**src/rtl/contador_ctrl.sv**
```systemverilog
// contador_ctrl
//   Sequencing controller with an embedded WIDTH-bit counter register.
//   A start request latches load_val/dir/auto_reload into shadow registers,
//   spends one LOAD cycle copying the shadow value into the counter, then
//   counts up or down once every PRESCALE clocks. Reaching the terminal
//   value (all-ones up, zero down) produces a one-cycle tc pulse, followed
//   by either a reload (periodic) or a stop in DONE (one-shot).
//
// Ports
//   clk          rising-edge clock
//   clr          asynchronous active-low reset
//   start        start request, honoured only in IDLE or DONE
//   pause        level; freezes counting (RUN -> HOLD)
//   abort        synchronous return to IDLE, highest synchronous priority
//   dir          1 = up, 0 = down (sampled on accepted start)
//   auto_reload  1 = periodic, 0 = one-shot (sampled on accepted start)
//   load_val     start value (sampled on accepted start)
//   q            current count
//   busy         high in LOAD, RUN, HOLD
//   tc           registered terminal-count pulse
//   done         high while in DONE
module contador_ctrl #(
    parameter int WIDTH    = 4,
    parameter int PRESCALE = 1
) (
    input  logic             clk,
    input  logic             clr,
    input  logic             start,
    input  logic             pause,
    input  logic             abort,
    input  logic             dir,
    input  logic             auto_reload,
    input  logic [WIDTH-1:0] load_val,
    output logic [WIDTH-1:0] q,
    output logic             busy,
    output logic             tc,
    output logic             done
);

    localparam int PW = (PRESCALE > 1) ? $clog2(PRESCALE) : 1;
    localparam logic [PW-1:0] PS_LAST = PW'(PRESCALE - 1);

    typedef enum logic [2:0] {
        S_IDLE,
        S_LOAD,
        S_RUN,
        S_HOLD,
        S_DONE
    } state_t;

    state_t           state_q, state_d;
    logic [WIDTH-1:0] cnt_q, cnt_d;
    logic [PW-1:0]    ps_q, ps_d;
    logic [WIDTH-1:0] sh_val_q, sh_val_d;
    logic             sh_dir_q, sh_dir_d;
    logic             sh_ar_q, sh_ar_d;
    logic             tc_q, tc_d;
    logic             busy_q, busy_d;
    logic             done_q, done_d;

    logic [WIDTH-1:0] terminal;
    logic             at_term;
    logic             ps_tick;

    // Terminal depends on the latched direction, never on the live dir pin.
    assign terminal = sh_dir_q ? {WIDTH{1'b1}} : {WIDTH{1'b0}};
    assign at_term  = (cnt_q == terminal);
    assign ps_tick  = (ps_q == PS_LAST);

    always_comb begin
        state_d  = state_q;
        cnt_d    = cnt_q;
        ps_d     = ps_q;
        sh_val_d = sh_val_q;
        sh_dir_d = sh_dir_q;
        sh_ar_d  = sh_ar_q;
        tc_d     = 1'b0;

        if (abort) begin
            state_d = S_IDLE;
            cnt_d   = '0;
            ps_d    = '0;
        end else begin
            unique case (state_q)
                S_IDLE, S_DONE: begin
                    // pause is irrelevant here; it only bites once RUN is reached
                    if (start) begin
                        state_d  = S_LOAD;
                        sh_val_d = load_val;
                        sh_dir_d = dir;
                        sh_ar_d  = auto_reload;
                    end
                end
                S_LOAD: begin
                    cnt_d   = sh_val_q;
                    ps_d    = '0;
                    state_d = S_RUN;
                end
                S_RUN: begin
                    if (pause) begin
                        // enter HOLD without consuming this cycle's tick
                        state_d = S_HOLD;
                    end else if (ps_tick) begin
                        ps_d = '0;
                        if (at_term) begin
                            // terminal replaces wrap-around: reload or stop
                            tc_d = 1'b1;
                            if (sh_ar_q) cnt_d   = sh_val_q;
                            else         state_d = S_DONE;
                        end else if (sh_dir_q) begin
                            cnt_d = cnt_q + WIDTH'(1);
                        end else begin
                            cnt_d = cnt_q - WIDTH'(1);
                        end
                    end else begin
                        ps_d = ps_q + PW'(1);
                    end
                end
                S_HOLD: begin
                    // prescaler phase is kept, so resume continues mid-interval
                    if (!pause) state_d = S_RUN;
                end
                default: state_d = S_IDLE;
            endcase
        end

        busy_d = (state_d == S_LOAD) || (state_d == S_RUN) || (state_d == S_HOLD);
        done_d = (state_d == S_DONE);
    end

    always_ff @(posedge clk or negedge clr) begin
        if (!clr) begin
            state_q  <= S_IDLE;
            cnt_q    <= '0;
            ps_q     <= '0;
            sh_val_q <= '0;
            sh_dir_q <= 1'b0;
            sh_ar_q  <= 1'b0;
            tc_q     <= 1'b0;
            busy_q   <= 1'b0;
            done_q   <= 1'b0;
        end else begin
            state_q  <= state_d;
            cnt_q    <= cnt_d;
            ps_q     <= ps_d;
            sh_val_q <= sh_val_d;
            sh_dir_q <= sh_dir_d;
            sh_ar_q  <= sh_ar_d;
            tc_q     <= tc_d;
            busy_q   <= busy_d;
            done_q   <= done_d;
        end
    end

    assign q    = cnt_q;
    assign busy = busy_q;
    assign tc   = tc_q;
    assign done = done_q;

endmodule
```
**config.mk**
```make
export PLATFORM = sky130hd
export DESIGN_NAME = contador_ctrl
export DESIGN_NICKNAME = d
export VERILOG_FILES = /design/src/rtl/contador_ctrl.sv
export SDC_FILE = /design/constraint.sdc
export NUM_CORES = 1
export LEC_CHECK = 0
export CAP_MARGIN = 0
export CORE_MARGIN = 2
export CORE_UTILIZATION = 53
export DETAILED_ROUTE_END_ITERATION = 10
export PLACE_DENSITY = 0.81
export SYNTH_ARGS = -nofsm -noshare
export SYNTH_HDL_FRONTEND = slang
export SYNTH_SLANG_ARGS = --single-unit
```
**constraint.sdc**
```tcl
create_clock -name clk -period 4.2 [get_ports clk]
set_input_delay 0.63 -clock clk [delete_from_list [all_inputs] [get_ports clk]]
set_output_delay 0.63 -clock clk [all_outputs]
set_load 0.005 [all_outputs]
```
# == Yosys cells after proc, flatten, opt, wreduce, memory -nomap -nowiden ==
# Index checks and enable logic that the tools add are counted.
# word_totals
inputBits,11
ff_bits,17
latchBits,0
romBits,0
ramBits,0
elab_cells,58
out_inout_bits,7
memories,0
# classes
multipliers,0
n_div,0
mux,25
eq_ne,12
magnitude_cmp,0
shift,0
reduce_logical,8
addsub,3
bitwise,1
# ops
operator,count
$mux 4,7
$mux 3,7
$eq 3x2->1 const B,4
$pmux 3 s4,1
$mux 1,8
$pmux 4 s2,1
$eq 3x1->1 const B,2
$eq 3x3->1 const B,2
$ne 3x3->1 const B,2
$add 4x1->4 const B,1
$eq 4x4->1,1
$ne 4x4->1 const B,1
$reduce_and 4->1,1
$sub 4x1->4 const B,1
$logic_not 3->1,1
$reduce_and 3->1,1
$reduce_bool 3->1,1
$logic_or 1x1->1,2
$pmux 1 s2,1
$reduce_and 2->1,1
$reduce_or 2->1,1
$add 1x1->1 const B,1
$not 1->1,1

# == Depth between registers and ports, before layout ==
# Gate-level depths: netlist of run 1.
# depth
depth_word,10
depth_mapped,7
mapped_depth_nobuf,7

# == Worst setup path after synthesis of run 1 ==
# Ideal clock, no wire load.
# synth_timing
path_kind,input -> register
start,input port abort
end,register sh_val_q[0]
arrival_ps,1524
required_time_ps,4075
setup_slack_ps,2552
stages,3
path_cell_list,buf_4 -> nor4b_4 -> mux2_2
# synth_between
elab_chain_len,2
# synth_rtl
item,line_no,text
start: declaration,30,"input logic abort,"
$not 1->1 (no line),n/a,
$reduce_and 3->1 (no line),n/a,
end signal: assignment,146,sh_val_q <= sh_val_d;
end: declaration,54,"logic [WIDTH-1:0] sh_val_q, sh_val_d;"
# No other way between the ends.
# A chain may end at the register's enable or synchronous reset.

# == Worst setup path in the final report of run 1 ==
# Ends and elaborated chain as after synthesis.

==> results of run 1 <==
## cell families (layout without fill, tap and decap cells)
| family | Yosys count | after routing |
|---|---|---|
| flip-flops | 16 | 16 |
| adder cells (fa/ha/maj) | 3 | 3 |
| AND/OR/NAND/NOR | 22 | 22 |
| XOR/XNOR | 3 | 3 |
| multiplexers | 8 | 8 |
| buffers and inverters | 7 | 27 |
| AO/OA/AOI/OAI | 14 | 14 |
## power by group
part           internal (mW)  switching, mW
Sequential             0.179         0.0242
Combinational         0.0888         0.0825
Clock                 0.0528         0.0519
## sequential cells by signal, indices dropped and copies added (netlist names)
name      flops
q             4
sh_val_q      4
state_q       3
busy          1
done          1
sh_ar_q       1
sh_dir_q      1
tc            1
## synthesized netlist by cell type, drive strengths merged (2+ instances only)
cell type,instances
nor2,6
nor3,2
o21ai,4
mux2i,4
ha,2
o32ai,4
inv,6
nand2,4
mux2,4
a21oi,3
dfrtp,16
xnor2,2
nand3,2
## per-layer routing
metal / wire, microns / up-vias / global-route usage
met5: 0 / - / 0
met4: 25 / 0 / 0.0882
met3: 44 / 4 / 0.0238
met2: 830 / 11 / 0.332
met1: 795 / 278 / 0.248
li1: - / 300 / -
## area by class of cell
class / instances / area, sq um
tap: 16 / 20.0
timing repair buffer: 17 / 170
clock buffer: 4 / 36.3
sequential: 16 / 400
inverter: 6 / 22.5
fill: 113 / 427
multi-input combinational: 50 / 483
## per-stage QoR
stage / total power, mW / setup WS (ns) / instance area (sq um) / cells / util
3_5_place_dp: 0.379 / 1.84 / 1100 / 105 / 0.703
2_1_floorplan: 0.327 / 2.55 / 913 / 73 / -
3_3_place_gp: 0.372 / 1.88 / 1100 / 105 / 0.703
6_report: 0.479 / 2.17 / 1130 / 109 / 0.726
5_1_grt: 0.506 / 2.05 / 1130 / 109 / 0.726
4_1_cts: 0.485 / 2.16 / 1130 / 109 / 0.726
## worst min-delay path by stage
stage,cells after the start,endpoint,start
floorplan,0,busy$_DFF_PN0_,clr
global placement,1,sh_val_q[2]$_DFFE_PN0P_,sh_val_q[2]$_DFFE_PN0P_
detailed placement,1,sh_val_q[1]$_DFFE_PN0P_,sh_val_q[1]$_DFFE_PN0P_
CTS,1,sh_val_q[1]$_DFFE_PN0P_,sh_val_q[1]$_DFFE_PN0P_
global route,1,sh_val_q[2]$_DFFE_PN0P_,sh_val_q[2]$_DFFE_PN0P_
finish,1,sh_val_q[1]$_DFFE_PN0P_,sh_val_q[1]$_DFFE_PN0P_
## critical path, delay by kind of cell
kind | cells | cell delay (ns)
buffers and inverters | 1 | 0.64
multiplexers | 1 | 0.39
AND/OR/NAND/NOR | 1 | 0.55
==> key figures, run 1 <==
Outcome
  • Status: finished clean

Detailed routing
  • First-pass DRT Iterations: 4
  • Vias: 593
  • Wirelength, routed: 1700 microns
  • Number of vias per cell: 5.44
  • ANT nets after route: 0
  • Starting DRC count in detailed routing: 17
  • DRC: 0
  • WL/cell: 15.6 microns

Yosys
  • Simple-gate area share of the yosys netlist: 0.185
  • Distinct cells, synth: 30
  • Yosys reg bits: 16
  • Mux cell area share after synthesis: 0.0932
  • Top cell type's share of synthesized area: 0.438
  • Seq/Total Area, Yosys: 0.438
  • Adder-Cell Fraction of Synth Area: 0.0493
  • Top FF cell, synth: dfrtp_1
  • Largest family of logic cells by synthesized area: simple AND/OR/NAND/NOR gates
  • Top post-synthesis cells by area: dfrtp_1, o32ai_2, mux2_2
  • Yosys top cell by area: dfrtp_1
  • Post-synthesis compound-gate area fraction: 0.173
  • Syn Inst Count: 73
  • Mapped Nets: 87
  • Avg Synthesized Cell Area: 12.5 sq um
  • Synth Area in XOR/XNOR: 0.0288
  • Ys async rst share: 1.00
  • Mapped Area: 913 sq um
  • Syn. warnings: 0
  • EDFF count, synth: 0

Floorplan
  • Die Y: 45.5 microns
  • Starting Density: 0.586
  • Die area: between 2000 and 2500 sq um
  • I/O pin cnt: 18
  • Rows: 14
  • Core Area: 1560 sq um
  • Die Width: around 46 microns

Global route
  • Antenna violations before repair: 0
  • Largest net degree at the start of global routing: 17
  • Global route overflow: 0
  • First-pass GRT wire length: roughly 2800 microns
  • Vias in the first global route: 625
  • Overall routing resource usage: 0.196

Clocking
  • Clk slew on worst S/H paths: 0.10 ns
  • Clock Latency Late Sink: 0.29 ns
  • CTS sink cnt: 16
  • Longest Clk Path Bufs: 2
  • Post-CTS Setup Bufs: 0
  • # hold bufs at CTS: 0
  • H-tree depth: 1
  • PostCTS Resize Cnt: 0
  • Total CTS buffers: 3
  • TritonCTS clock tree: done
  • CTS root buf: clkbuf_4

Layout
  • Commonest non-fill, non-tap cell in the layout: clkdlybuf4s50_1
  • Layout net count: between 100 and 150
  • Share of layout cells above drive strength 1: 0.258
  • P&R area growth vs syn: 24.0%
  • Most frequent cells in the layout: clkdlybuf4s50_1, dfrtp_1, inv_1, nor2_1
  • Antenna cells: 0

Power and ir drop
  • Pwr/cell area: 423 nW/um^2
  • Leakage power: 0.488 nW
  • VDD IR max: 274 uV

Critical path
  • CP cell instances: clkdlybuf4s50_1, nor4b_4, mux2_2
  • Critical path startpoint: abort
  • CP max FO: 9
  • Worst reg2reg setup slack: 2.38 ns
  • Slowest CP cell: clkdlybuf4s50_1
  • Req. time, crit path: 4.39 ns
  • R2R depth: 6
  • Reg2reg end: q[1]$_DFFE_PN0P_
  • Arrival @ worst endpoint: 2.22 ns
  • Startpoint Class: input port
  • Worst r2r src: sh_dir_q$_DFFE_PN0P_
  • Peak per-stage delay on the critical path: ~0.64 ns
  • Critical path type: input port to register
  • CP endpoint: sh_val_q[0]$_DFFE_PN0P_
  • CP Capture Type: register

STA
  • RSZ-0062 raised after global routing: no
  • Worst-Margin Slew: approximately 0.7 ns
  • Hold Vio Cnt, Final: 0
  • Final setup fails: 0
  • Worst hold slack: 0.519 ns
  • Final period util: 0.484
  • Final min period: between 2 and 2.5 ns
  • Fmax: 492 MHz
  • Setup total negative slack: 0 ns
  • Slew headroom: 0.544
  • Fin Clk Skew: 0.00232 ns
  • Final slew viol count: 0

Worst hold path
  • HP Class: register to register

Job
  • MaxCap Viol Count: 0

Place
  • GP Congestion: between 0.7 and 0.8
  • PortBufs: 17
  • Hpwl dp: 1270 microns
Power figures use the tool's default switching activity.
==> run 2, diff against run 1 <==
Settings changed: CORE_UTILIZATION 53 to 49, PLACE_DENSITY 0.81 to 0.75.
Clock period 4.2 ns to 2 ns, I/O delays scaled along.
==> key figures, run 2 (synthesis gave the netlist of run 1 again) <==
Outcome
  • Status: finished clean (unchanged)

Clocking
  • Clk slew on worst S/H paths: 0.10 ns (about the same)
  • H-tree depth: 1 (unchanged)
  • TritonCTS clock tree: done (unchanged)
  • Post-CTS Setup Bufs: 0 (unchanged)
  • Longest Clk Path Bufs: 2 (unchanged)
  • CTS sink cnt: 16 (unchanged)
  • CTS root buf: clkbuf_4 (unchanged)
  • # hold bufs at CTS: 0 (unchanged)
  • Total CTS buffers: 3 (unchanged)
  • PostCTS Resize Cnt: 0 (unchanged)
  • Clock Latency Late Sink: 0.29 ns (about the same)

Layout
  • Share of layout cells above drive strength 1: 0.281 (was 0.258)
  • Commonest non-fill, non-tap cell in the layout: clkdlybuf4s50_1 (unchanged)
  • Post-route core utilization: 0.668 (was 0.726)
  • P&R area growth vs syn: 27.7% (was 24.0%)
  • Antenna cells: 0 (unchanged)
  • Most frequent cells in the layout: clkdlybuf4s50_1, dfrtp_1, inv_1, nor2_1 (unchanged)
  • Layout net count: 111 (was 108)

Floorplan
  • I/O pin cnt: 18 (unchanged)
  • Rows: 15 (was 14)
  • Core Area: 1750 sq um (was 1560 sq um)
  • Die Y: 47.2 microns (was 45.5 microns)
  • Die area: 2230 sq um (was 2070 sq um)
  • Die Width: 47.2 microns (was 45.5 microns)
  • Starting Density: 0.523 (was 0.586)

Detailed routing
  • DRC: 0 (unchanged)
  • Wirelength, routed: 1780 microns (was 1700 microns)
  • ANT nets after route: 0 (unchanged)
  • WL/cell: 14.7 microns (was 15.6 microns)
  • Number of vias per cell: 5.24 (was 5.44)
  • First-pass DRT Iterations: 4 (unchanged)
  • Starting DRC count in detailed routing: 5 (was 17)
  • Vias: 634 (was 593)

Power and ir drop
  • Tot Pwr: 1.02 mW (was 479 uW)
  • VDD IR max: 509 uV (was 274 uV)
  • Pwr/cell area: 874 nW/um^2 (was 423 nW/um^2)
  • Leakage power: 0.503 nW (was 0.488 nW)

Critical path
  • CP cell instances: inv_1, ha_1, a21o_1, a21oi_1, xnor2_1, mux2i_1, o32ai_2 (was clkdlybuf4s50_1, nor4b_4, mux2_2)
  • Startpoint Class: register (was input port)
  • Critical path type: register to register (was input port to register)
  • Arrival @ worst endpoint: 1.99 ns (was 2.22 ns)
  • CP Capture Type: register (unchanged)
  • Peak per-stage delay on the critical path: 0.42 ns (was 0.64 ns)
  • CP max FO: 4 (was 9)
  • Req. time, crit path: 2.17 ns (was 4.39 ns)
  • CP top delay family: compound AO/OA/AOI/OAI gates (was buffers and inverters)
  • Slowest CP cell: dfrtp_1 (was clkdlybuf4s50_1)
  • Worst path bufs/invs: 1 (unchanged)

STA
  • Final slew viol count: 0 (unchanged)
  • Final setup fails: 0 (unchanged)
  • Fin worst setup slack: 0.186 ns (was 2.17 ns)
  • Final min period: between 1.5 and 2 ns
  • Slew headroom: 0.720 (was 0.544)
  • Worst-Margin Slew: 0.418 ns (was 0.682 ns)
  • Final period util: 0.907
  • RSZ-0062 raised after global routing: no (unchanged)
  • Fmax: 551 MHz
  • Setup total negative slack: 0 ns (unchanged)
  • Fin Clk Skew: 0.00604 ns (was 0.00232 ns)
  • Hold Vio Cnt, Final: 0 (unchanged)

Global route
  • First-pass GRT wire length: 3080 microns (was 2840 microns)
  • Global route overflow: 0 (unchanged)
  • Antenna violations before repair: 0 (unchanged)
  • Largest net degree at the start of global routing: 17 (unchanged)
  • Vias in the first global route: 675 (was 625)
  • Overall routing resource usage: 0.204 (was 0.196)

Place
  • Hpwl dp: 1420 microns (was 1270 microns)
  • GP Congestion: 0.792 (was 0.760)
  • PortBufs: 17 (unchanged)
  • Placement Setup Slack: 0.203 ns (was 1.84 ns)

Worst hold path
  • HP Class: input port to async pin (was register to register)

Job
  • MaxCap Viol Count: 0 (unchanged)
-- run 2: cell count changes in the layout (fill, tap and decap cells not counted), sizes merged --
cell	change
buf	+3
-- run 2: worst register-to-register path: stages (launching register included) --
cell and delay [ns]:
dfrtp_1 0.42, inv_1 0.12, ha_1 0.36, a21o_1 0.20, a21oi_1 0.17, xnor2_1 0.11, mux2i_1 0.21, o32ai_2 0.11
-- run 2: path summary, 6_finish.rpt --
path | startpoint | end | slack (ns) | cells after the start
min in group clk | sh_val_q[1]$_DFFE_PN0P_ | sh_val_q[1]$_DFFE_PN0P_ | 0.52 | 1
max in group asynchronous | clr | state_q[0]$_DFF_PN0_ | 1.50 | 2
worst max-delay path | sh_dir_q$_DFFE_PN0P_ | q[3]$_DFFE_PN0P_ | 0.19 | 7
worst min register to register | sh_val_q[1]$_DFFE_PN0P_ | sh_val_q[1]$_DFFE_PN0P_ | 0.52 | 1
worst max register to register | sh_dir_q$_DFFE_PN0P_ | q[3]$_DFFE_PN0P_ | 0.19 | 7
worst min-delay path | clr | sh_ar_q$_DFFE_PN0P_ | 0.31 | 2
-- run 2: per-stage QoR --
stage               instances  cell area, sq um  hold WS, ns
detailed placement        117              1130        0.496
CTS                       121              1170        0.317
global placement          117              1130        0.496
global route              121              1170        0.347
floorplan                  73               913      0.00441
finish                    121              1170        0.313
-- run 2: metal layers --
metal  vias up  track usage  share of wire
li1        306            -              -
met1       316        0.261           0.46
met2        12        0.348           0.51
met3         0       0.0462          0.030
met4         0       0.0500              0
met5         -            0              0
-- run 2: area by class of cell --
cell class / count / area [sq um]
clock buffer: 4 / 36.3
timing repair buffer: 20 / 193
sequential: 16 / 400
tap: 25 / 31.3
multi-input combinational: 50 / 483
inverter: 6 / 22.5
fill: 146 / 579
-- run 2: power by group --
part / total, mW / switching, mW / leakage [nW] / internal, mW
sequential: 0.428 / 0.0521 / 0.207 / 0.376
combinational: 0.375 / 0.183 / 0.275 / 0.192
clock: 0.217 / 0.106 / 0.0210 / 0.111
total: 1.02 / 0.341 / 0.503 / 0.678
